<file path="config.mk">
export PLATFORM = sky130hd
export DESIGN_NAME = jamma_joy_scheduler
export DESIGN_NICKNAME = d
export VERILOG_FILES = /design/src/rtl/jamma_joy_scheduler.sv
export SDC_FILE = /design/constraint.sdc
export NUM_CORES = 1
export LEC_CHECK = 0
export BUFFER_PORTS_ARGS = -buffer_cell sky130_fd_sc_hd__buf_4
export CELL_PAD_IN_SITES_DETAIL_PLACEMENT = 0
export CELL_PAD_IN_SITES_GLOBAL_PLACEMENT = 1
export CORE_MARGIN = 2
export CORE_UTILIZATION = 42
export CTS_CLUSTER_SIZE = 25
export DETAILED_ROUTE_END_ITERATION = 7
export PLACE_DENSITY_LB_ADDON = 0.1
export SYNTH_ARGS = -nofsm -noshare
export SYNTH_HDL_FRONTEND = slang
export SYNTH_SLANG_ARGS = --single-unit
</file>
<file path="constraint.sdc">
create_clock -name pclk -period 2.51 [get_ports pclk]
set_input_delay 0.3765 -clock pclk [delete_from_list [all_inputs] [get_ports pclk]]
set_output_delay 0.3765 -clock pclk [all_outputs]
set_load 0.01 [all_outputs]
</file>
<file path="src/rtl/jamma_joy_scheduler.sv">
// jamma_joy_scheduler
//
// Time-multiplexes the shared JAMMA joystick bus between player 1 and
// player 2. It drives the external select line and waits a settle time after
// each select change. It then samples one player for a single cycle and
// debounces each player word and the coin pair as whole vectors.
//
// Scan order: P1_SETTLE -> P1_SAMPLE -> P2_SETTLE -> P2_SAMPLE -> P1_SETTLE.
// A full scan takes 2*(SETTLE_CYCLES+1) cycles.
//
// Ports:
//   pclk       in   system clock
//   reset      in   synchronous reset, active high
//   enable     in   scan enable; low freezes every register (scan_tick reads 0)
//   jjoy[7:0]  in   raw muxed joystick bus, active low
//   jcoin[1:0] in   raw coin inputs, active low, not muxed
//   local_joy  in   on-board joystick [5:0], active low, merged into player 1
//   jselect    out  external mux select (0 = player 1, 1 = player 2), registered
//   joystick1  out  debounced player 1 word, active low
//   joystick2  out  debounced player 2 word, active low
//   coin       out  debounced coins, active low
//   scan_tick  out  one-cycle pulse in the cycle after P2_SAMPLE
//   state_dbg  out  current scheduler state, for observation only
//
// Handshake: there is no valid/ready pair here. Each sample cycle is the only
// point where bus data is consumed. An output changes only in the cycle after
// a sample whose updated debounce count reaches DEBOUNCE_SCANS.

module jamma_joy_scheduler #(
  parameter int SETTLE_CYCLES  = 8,
  parameter int DEBOUNCE_SCANS = 3
) (
  input  logic       pclk,
  input  logic       reset,
  input  logic       enable,
  input  logic [7:0] jjoy,
  input  logic [1:0] jcoin,
  input  logic [5:0] local_joy,
  output logic       jselect,
  output logic [7:0] joystick1,
  output logic [7:0] joystick2,
  output logic [1:0] coin,
  output logic       scan_tick,
  output logic [1:0] state_dbg
);

  localparam logic [1:0] P1_SETTLE = 2'd0;
  localparam logic [1:0] P1_SAMPLE = 2'd1;
  localparam logic [1:0] P2_SETTLE = 2'd2;
  localparam logic [1:0] P2_SAMPLE = 2'd3;

  localparam logic [7:0] SETTLE_LAST = 8'(SETTLE_CYCLES - 1);
  localparam logic [3:0] DB_MAX      = 4'(DEBOUNCE_SCANS);

  logic [1:0] state;
  logic [7:0] settle_cnt;

  logic [7:0] p1_cand, p2_cand;
  logic [1:0] coin_cand;
  logic [3:0] p1_cnt, p2_cnt, coin_cnt;

  logic [7:0] p1_sample;
  logic [3:0] p1_next_cnt, p2_next_cnt, coin_next_cnt;

  // The local stick only drives the low six bits of player 1. The top two
  // bits come straight from the bus.
  assign p1_sample = jjoy & {2'b11, local_joy};

  // Count after the update at a sample: it saturates on a repeat and
  // restarts at 1 on any change.
  always_comb begin
    p1_next_cnt   = 4'd1;
    p2_next_cnt   = 4'd1;
    coin_next_cnt = 4'd1;
    if (p1_sample == p1_cand)
      p1_next_cnt = (p1_cnt == DB_MAX) ? DB_MAX : p1_cnt + 4'd1;
    if (jjoy == p2_cand)
      p2_next_cnt = (p2_cnt == DB_MAX) ? DB_MAX : p2_cnt + 4'd1;
    if (jcoin == coin_cand)
      coin_next_cnt = (coin_cnt == DB_MAX) ? DB_MAX : coin_cnt + 4'd1;
  end

  always_ff @(posedge pclk) begin
    if (reset) begin
      state      <= P1_SETTLE;
      settle_cnt <= 8'd0;
      jselect    <= 1'b0;
      joystick1  <= 8'hFF;
      joystick2  <= 8'hFF;
      coin       <= 2'b11;
      scan_tick  <= 1'b0;
      p1_cand    <= 8'hFF;
      p2_cand    <= 8'hFF;
      coin_cand  <= 2'b11;
      p1_cnt     <= 4'd0;
      p2_cnt     <= 4'd0;
      coin_cnt   <= 4'd0;
    end else if (!enable) begin
      scan_tick <= 1'b0;
    end else begin
      scan_tick <= 1'b0;
      case (state)
        P1_SETTLE, P2_SETTLE: begin
          settle_cnt <= settle_cnt + 8'd1;
          if (settle_cnt == SETTLE_LAST)
            state <= (state == P1_SETTLE) ? P1_SAMPLE : P2_SAMPLE;
        end
        P1_SAMPLE: begin
          settle_cnt <= 8'd0;
          state      <= P2_SETTLE;
          // Select flips here so it is already valid on the first settle cycle.
          jselect    <= 1'b1;
          p1_cand    <= p1_sample;
          p1_cnt     <= p1_next_cnt;
          if (p1_next_cnt == DB_MAX) joystick1 <= p1_sample;
        end
        default: begin  // P2_SAMPLE
          settle_cnt <= 8'd0;
          state      <= P1_SETTLE;
          jselect    <= 1'b0;
          scan_tick  <= 1'b1;
          p2_cand    <= jjoy;
          p2_cnt     <= p2_next_cnt;
          coin_cand  <= jcoin;
          coin_cnt   <= coin_next_cnt;
          if (p2_next_cnt == DB_MAX)   joystick2 <= jjoy;
          if (coin_next_cnt == DB_MAX) coin      <= jcoin;
        end
      endcase
    end
  end

  assign state_dbg = state;

endmodule

</file>
==> metrics.yaml, run 1 <==
synth_edf_count: 0
yosys-top-cells-area: "dfxtp_1, nand2_1, mux2i_1, nand3_1, xnor2_1"
p_leak_nw: 1.40
cts_sinks: 60
post_cts_buffers: 0
die_h_um: 84.8
ys_ff_latch: 60
area_growth_pct: 21.5
synth_cell_types: 40
grt_pass1_wl_mm: 10.1
holdBufCountCts: 0
htreeDepth: 3
min_period_ns: 1.90
synth_warnings: 0
start_util_pct: 43.2
seq_area_frac_synth_pct: 43.8
synth_top_area_cell: "dfxtp_1"
hold_viol: 0
syn_area_um2: 2740
fp-row-count: 29
vias: 2313
syn_inst: 320
viasPerCell: 5.20
netlist_top_cells_count: "dfxtp_1, nand2_1, nand3_1, nor2_1, a21oi_1"
core_area_um2: 6350
cts_resized: 0
max_freq_mhz: 525
tightest_slew_ns: 0.398
dpl.hpwl_mm: 4.17
end_kind: "flop"
outcome: "completed"
clk_pin_slew_ns: 0.07
numCtsBuffers: 9
layout.filler_cells: 614
grt_max_degree: 38
peakVddDrop_uv: 416
wirelength_mm: 5.98
grt_antenna_before_repair: 0
crit_required_ns: 2.77
synth_nets: 347
avgSynthCellArea_um2: 8.57
setup_ws_ns: 0.607
wl_per_cell_um: 13.4
rsz0062_at_grt: "false"
pin_count: 41
dp_cells: 429
criticalPathCategory: "reg2reg"
n_antenna_cell: 0
die_width_um: 84.8
drc: 0
async_flop_share_pct: 0
dp_slack_ns: 0.623
drv_slew: 0
post-route-util_pct: 52.5
fin_nets: 390
fin_skew_ns: 0.00744
drive_above_1_share_pct: 17.7
rrSetupSlack_ns: 0.61
setup_viol: 0
final_area_um2: 3330
drt_iter0_drc: 91
p_per_area_nw_per_um2: 602
overflow: 0
fin_crit_sh_pct: 75.8
cts-root-buf: "clkbuf_8"
stdcell_count: 445
first_pass_iters: 4
whs_ns: 0.299
clock_path_buffers: 2
tns_ns: 0
synth_top_area_share_pct: 43.8
grt_usage_pct: 17.4
startpoint_type: "flop"
hp-class: "in2reg"
grt_pass1_vias: 2151
place_area_um2: 3120
relSlewSlack_pct: 73.5
insertion_delay_ns: 0.33
dieArea_um2: 7200
crit_path_max_fanout: 16
gp_congestion: 0.765
synth_top_flop_cell: "dfxtp_1"
p_total_mw: 2.01
ant_nets: 0
maxCapViolCount: 0
cts_tree: "built"
io_buffers: 40
arrival_ns: 2.16
==> registers in the layout (all words and copies together) (netlist names) <==
name        count
coin            2
coin_cand       2
coin_cnt        4
joystick1       8
joystick2       8
jselect         1
p1_cand         8
p1_cnt          4
p2_cand         8
p2_cnt          4
scan_tick       1
settle_cnt      8
state_dbg       2
==> placed cells by master (no fill, tap or decap), types with 2 or more instances in the layout <==
master / instances
ha_1: 8
a21oi_1: 14
o21ai_1: 5
nor3_1: 6
and2_1: 3
nor2_1: 24
nand2_1: 60
inv_1: 5
and3_1: 7
a31oi_1: 2
o21ai_0: 9
xor2_1: 6
mux2i_1: 13
nand2b_1: 5
clkinv_2: 3
dfxtp_1: 60
nand3_1: 25
nand4_1: 4
xnor2_1: 12
buf_4: 46
o311ai_1: 5
bufinv_16: 2
a211oi_1: 4
o22a_1: 3
clkbuf_8: 10
nor2b_1: 5
o211ai_1: 7
==> routing by layer <==
layer	GRT usage (%)	vias to the layer above	share of wire, %
met5	0	-	0
met4	7.79	0	1.2
met3	3.70	7	3.0
met2	25.8	33	45
met1	24.4	1069	51
li1	-	1204	-
==> cell families after synthesis <==
logic type / synth area share [%]
flip-flops: 43.8
multiplexers: 5.15
adder cells (fa/ha/maj): 3.65
AO/OA/AOI/OAI: 12.8
buffers and inverters: 3.28
XOR/XNOR: 6.34
AND/OR/NAND/NOR: 25.0
==> path summary, 6_finish.rpt <==
path	depth (start not counted)	endpoint	startpoint
hold reg to reg	2	joystick2[6]$_SDFFE_PP1P_	joystick2[6]$_SDFFE_PP1P_
setup reg to reg	8	p1_cnt[3]$_SDFFE_PP0P_	state_dbg[1]$_SDFFE_PP0P_
hold / removal	3	coin_cand[0]$_SDFFE_PP1P_	jcoin[0]
setup / recovery	8	p1_cnt[3]$_SDFFE_PP0P_	state_dbg[1]$_SDFFE_PP0P_
==> report_power, final <==
group	internal, mW	leakage [nW]	switching, mW
Sequential	0.955	0.485	0.00318
Clock	0.581	0.113	0.374
Combinational	0.0381	0.804	0.0541
==> worst max-delay path, stage by stage (launching register included) <==
cell	delay, ns
dfxtp_1	0.35
inv_1	0.09
ha_1	0.23
nand2_1	0.09
nor3_1	0.24
nand4_1	0.12
buf_4	0.20
or3_1	0.35
a31oi_1	0.17
==> final cells by class <==
cell class / count / area [um^2] / share of cell area (%)
Clock buffer: 11 / 141 / 4.24
Clock inverter: 5 / 75.1 / 2.25
Inverter: 6 / 22.5 / 0.675
Multi-Input combinational cell: 240 / 1450 / 43.6
Sequential cell: 60 / 1200 / 36.0
Tap cell: 77 / 96.3 / 2.89
Timing Repair Buffer: 46 / 345 / 10.4
Power figures use the tool's default switching activity.
==> run 2, diff against run 1 <==
clock period = 1.9 ns   (was 2.51 ns; I/O delays follow)
==> run 2 against run 1 <==
Compared with the run above:
- worst hold slack lost 0.11 ns
- critical path type unchanged
- total power grew 24%
- sequential share of layout area shrank 0.21 points
- maximum frequency grew 12%
- highest routed layer unchanged
- combinational power grew 33%
- critical endpoint is now joystick1[2]$_SDFFE_PP1P_
- die area is the same
- largest power group unchanged
==> metrics.yaml, run 2 (synthesis gave the netlist of run 1 again) <==
outcome: "completed"  # unchanged
crit_path_max_fanout: 14  # was 16
end_kind: "flop"  # unchanged
peakVddDrop_uv: 522  # was 416 uV
maxCapViolCount: 0  # unchanged
multi_input_area_um2: 1460  # was 1450 um^2
slowest_delay_ns: 0.34  # was 0.35 ns
tightest_slew_ns: 0.393  # was 0.398 ns
numCtsBuffers: 9  # unchanged
p_per_area_nw_per_um2: 738  # was 602 nW/um^2
layout.filler_cells: 624  # was 614
hold_viol: 0  # unchanged
ff_latch_area_um2: 1200  # about the same
setup_viol: 0  # unchanged
vias: 2302  # was 2,313
cts-root-buf: "clkbuf_8"  # unchanged
whs_ns: 0.191  # was 0.299 ns
dp_slack_ns: 0.0665  # was 0.623 ns
clk_pin_slew_ns: 0.07  # about the same
holdBufCountCts: 0  # unchanged
wl_per_cell_um: 13.2  # was 13.4 um
drive_above_1_share_pct: 19.6  # was 17.7%
drv_slew: 0  # unchanged
critPathBufInv: 2  # unchanged
overflow: 0  # unchanged
path_delay_family: "simple AND/OR/NAND/NOR gates"  # unchanged
htreeDepth: 3  # unchanged
drc: 0  # unchanged
max_freq_mhz: 591  # was 525 MHz
die_width_um: 84.8  # unchanged
crit_required_ns: 2.13  # was 2.77 ns
first_pass_iters: 4  # unchanged
criticalPathCategory: "reg2reg"  # unchanged
arrival_ns: 1.92  # was 2.16 ns
cts_tree: "built"  # unchanged
fin_crit_sh_pct: 89.1  # was 75.8%
clock_path_buffers: 2  # unchanged
p_leak_nw: 1.41  # was 1.40 nW
pin_count: 41  # unchanged
fin_skew_ns: 0.00513  # was 0.00744 ns
fp-row-count: 29  # unchanged
n_antenna_cell: 0  # unchanged
start_util_pct: 43.2  # unchanged
rsz0062_at_grt: "false"  # unchanged
hp-class: "in2reg"  # unchanged
post-route-util_pct: 52.9  # was 52.5%
gp_congestion: 0.798  # was 0.765
core_area_um2: 6350  # unchanged
grt_pass1_vias: 2111  # was 2,151
area_growth_pct: 22.5  # was 21.5%
drt_iter0_drc: 78  # was 91
setup_ws_ns: 0.208  # was 0.607 ns
dieArea_um2: 7200  # unchanged
relSlewSlack_pct: 73.6  # was 73.5%
dpl.hpwl_mm: 4.19  # was 4.17 mm
fin_nets: 395  # was 390
grt_max_degree: 37  # was 38
final_cell_mix: "nand2_1, dfxtp_1, buf_4"  # unchanged
final_common_cell: "nand2_1"
crit_chain: "inv_1, ha_1, nand2_1, nor3_2, nand4_1, buf_4, o311ai_0"  # was inv_1, ha_1, nand2_1, nor3_1, nand4_1, buf_4, or3_1, a31oi_1
die_h_um: 84.8  # unchanged
min_period_ns: 1.69  # was 1.90 ns
tns_ns: 0  # unchanged
grt_usage_pct: 17.8  # was 17.4%
startpoint_type: "flop"  # unchanged
viasPerCell: 5.12  # was 5.20
ant_nets: 0  # unchanged
cts_sinks: 60  # unchanged
insertion_delay_ns: 0.34  # was 0.33 ns
wirelength_mm: 5.95  # was 5.98 mm
grt_antenna_before_repair: 0  # unchanged
slowest_stage: "dfxtp_2"  # was dfxtp_1
p_total_mw: 2.48  # was 2.01 mW
io_buffers: 40  # unchanged
grt_pass1_wl_mm: 10.1  # about the same
[run 2: worst paths after layout]
path	startpoint	to	slack, ns	cells after the start
max	state_dbg[1]$_SDFFE_PP0P_	joystick1[2]$_SDFFE_PP1P_	0.21	7
max reg2reg	state_dbg[1]$_SDFFE_PP0P_	joystick1[2]$_SDFFE_PP1P_	0.21	7
min reg2reg	joystick2[1]$_SDFFE_PP1P_	joystick2[1]$_SDFFE_PP1P_	0.47	2
min	jcoin[1]	coin_cand[1]$_SDFFE_PP1P_	0.19	3
[run 2: layout make-up]
class                           instances  area share (%)
Clock inverter                          5            1.56
Timing Repair Buffer                   51            11.8
Multi-Input combinational cell        240            43.4
Sequential cell                        60            35.8
Inverter                                6           0.670
Tap cell                               77            2.87
Clock buffer                           11            3.91
[run 2: repair_timing]
action | CTS | global route
endpoints found under the hold margin | 0 | 0
setup endpoints to repair | 0 | 19
resized for setup | 0 | 4
buffers inserted | 0 | 1
[run 2: tightest hold or removal path: cells and delay by family]
family | cells | cell delay [ns]
simple gates | 2 | 0.10
buf+inv | 1 | 0.10
[run 2: through the flow]
| step | cell area (um^2) | std cells |
|---|---|---|
| after detailed placement | 3160 | 433 |
| after floorplan | 2750 | 320 |
| after global placement | 3160 | 433 |
| after CTS | 3340 | 449 |
| after global routing | 3360 | 450 |
| final | 3360 | 450 |
[run 2: power by group]
part / total (mW) / internal [mW] / switching (mW)
registers: 1.27 / 1.26 / 0.00404
logic: 0.123 / 0.0517 / 0.0713
clock network: 1.09 / 0.599 / 0.492
total: 2.48 / 1.91 / 0.567
[run 2: layer usage]
metal | global-route usage, % | part of all wire (%)
met5 | 0 | 0
met4 | 4.91 | 1.3
met3 | 7.39 | 4.4
met2 | 26.1 | 44
met1 | 24.3 | 50
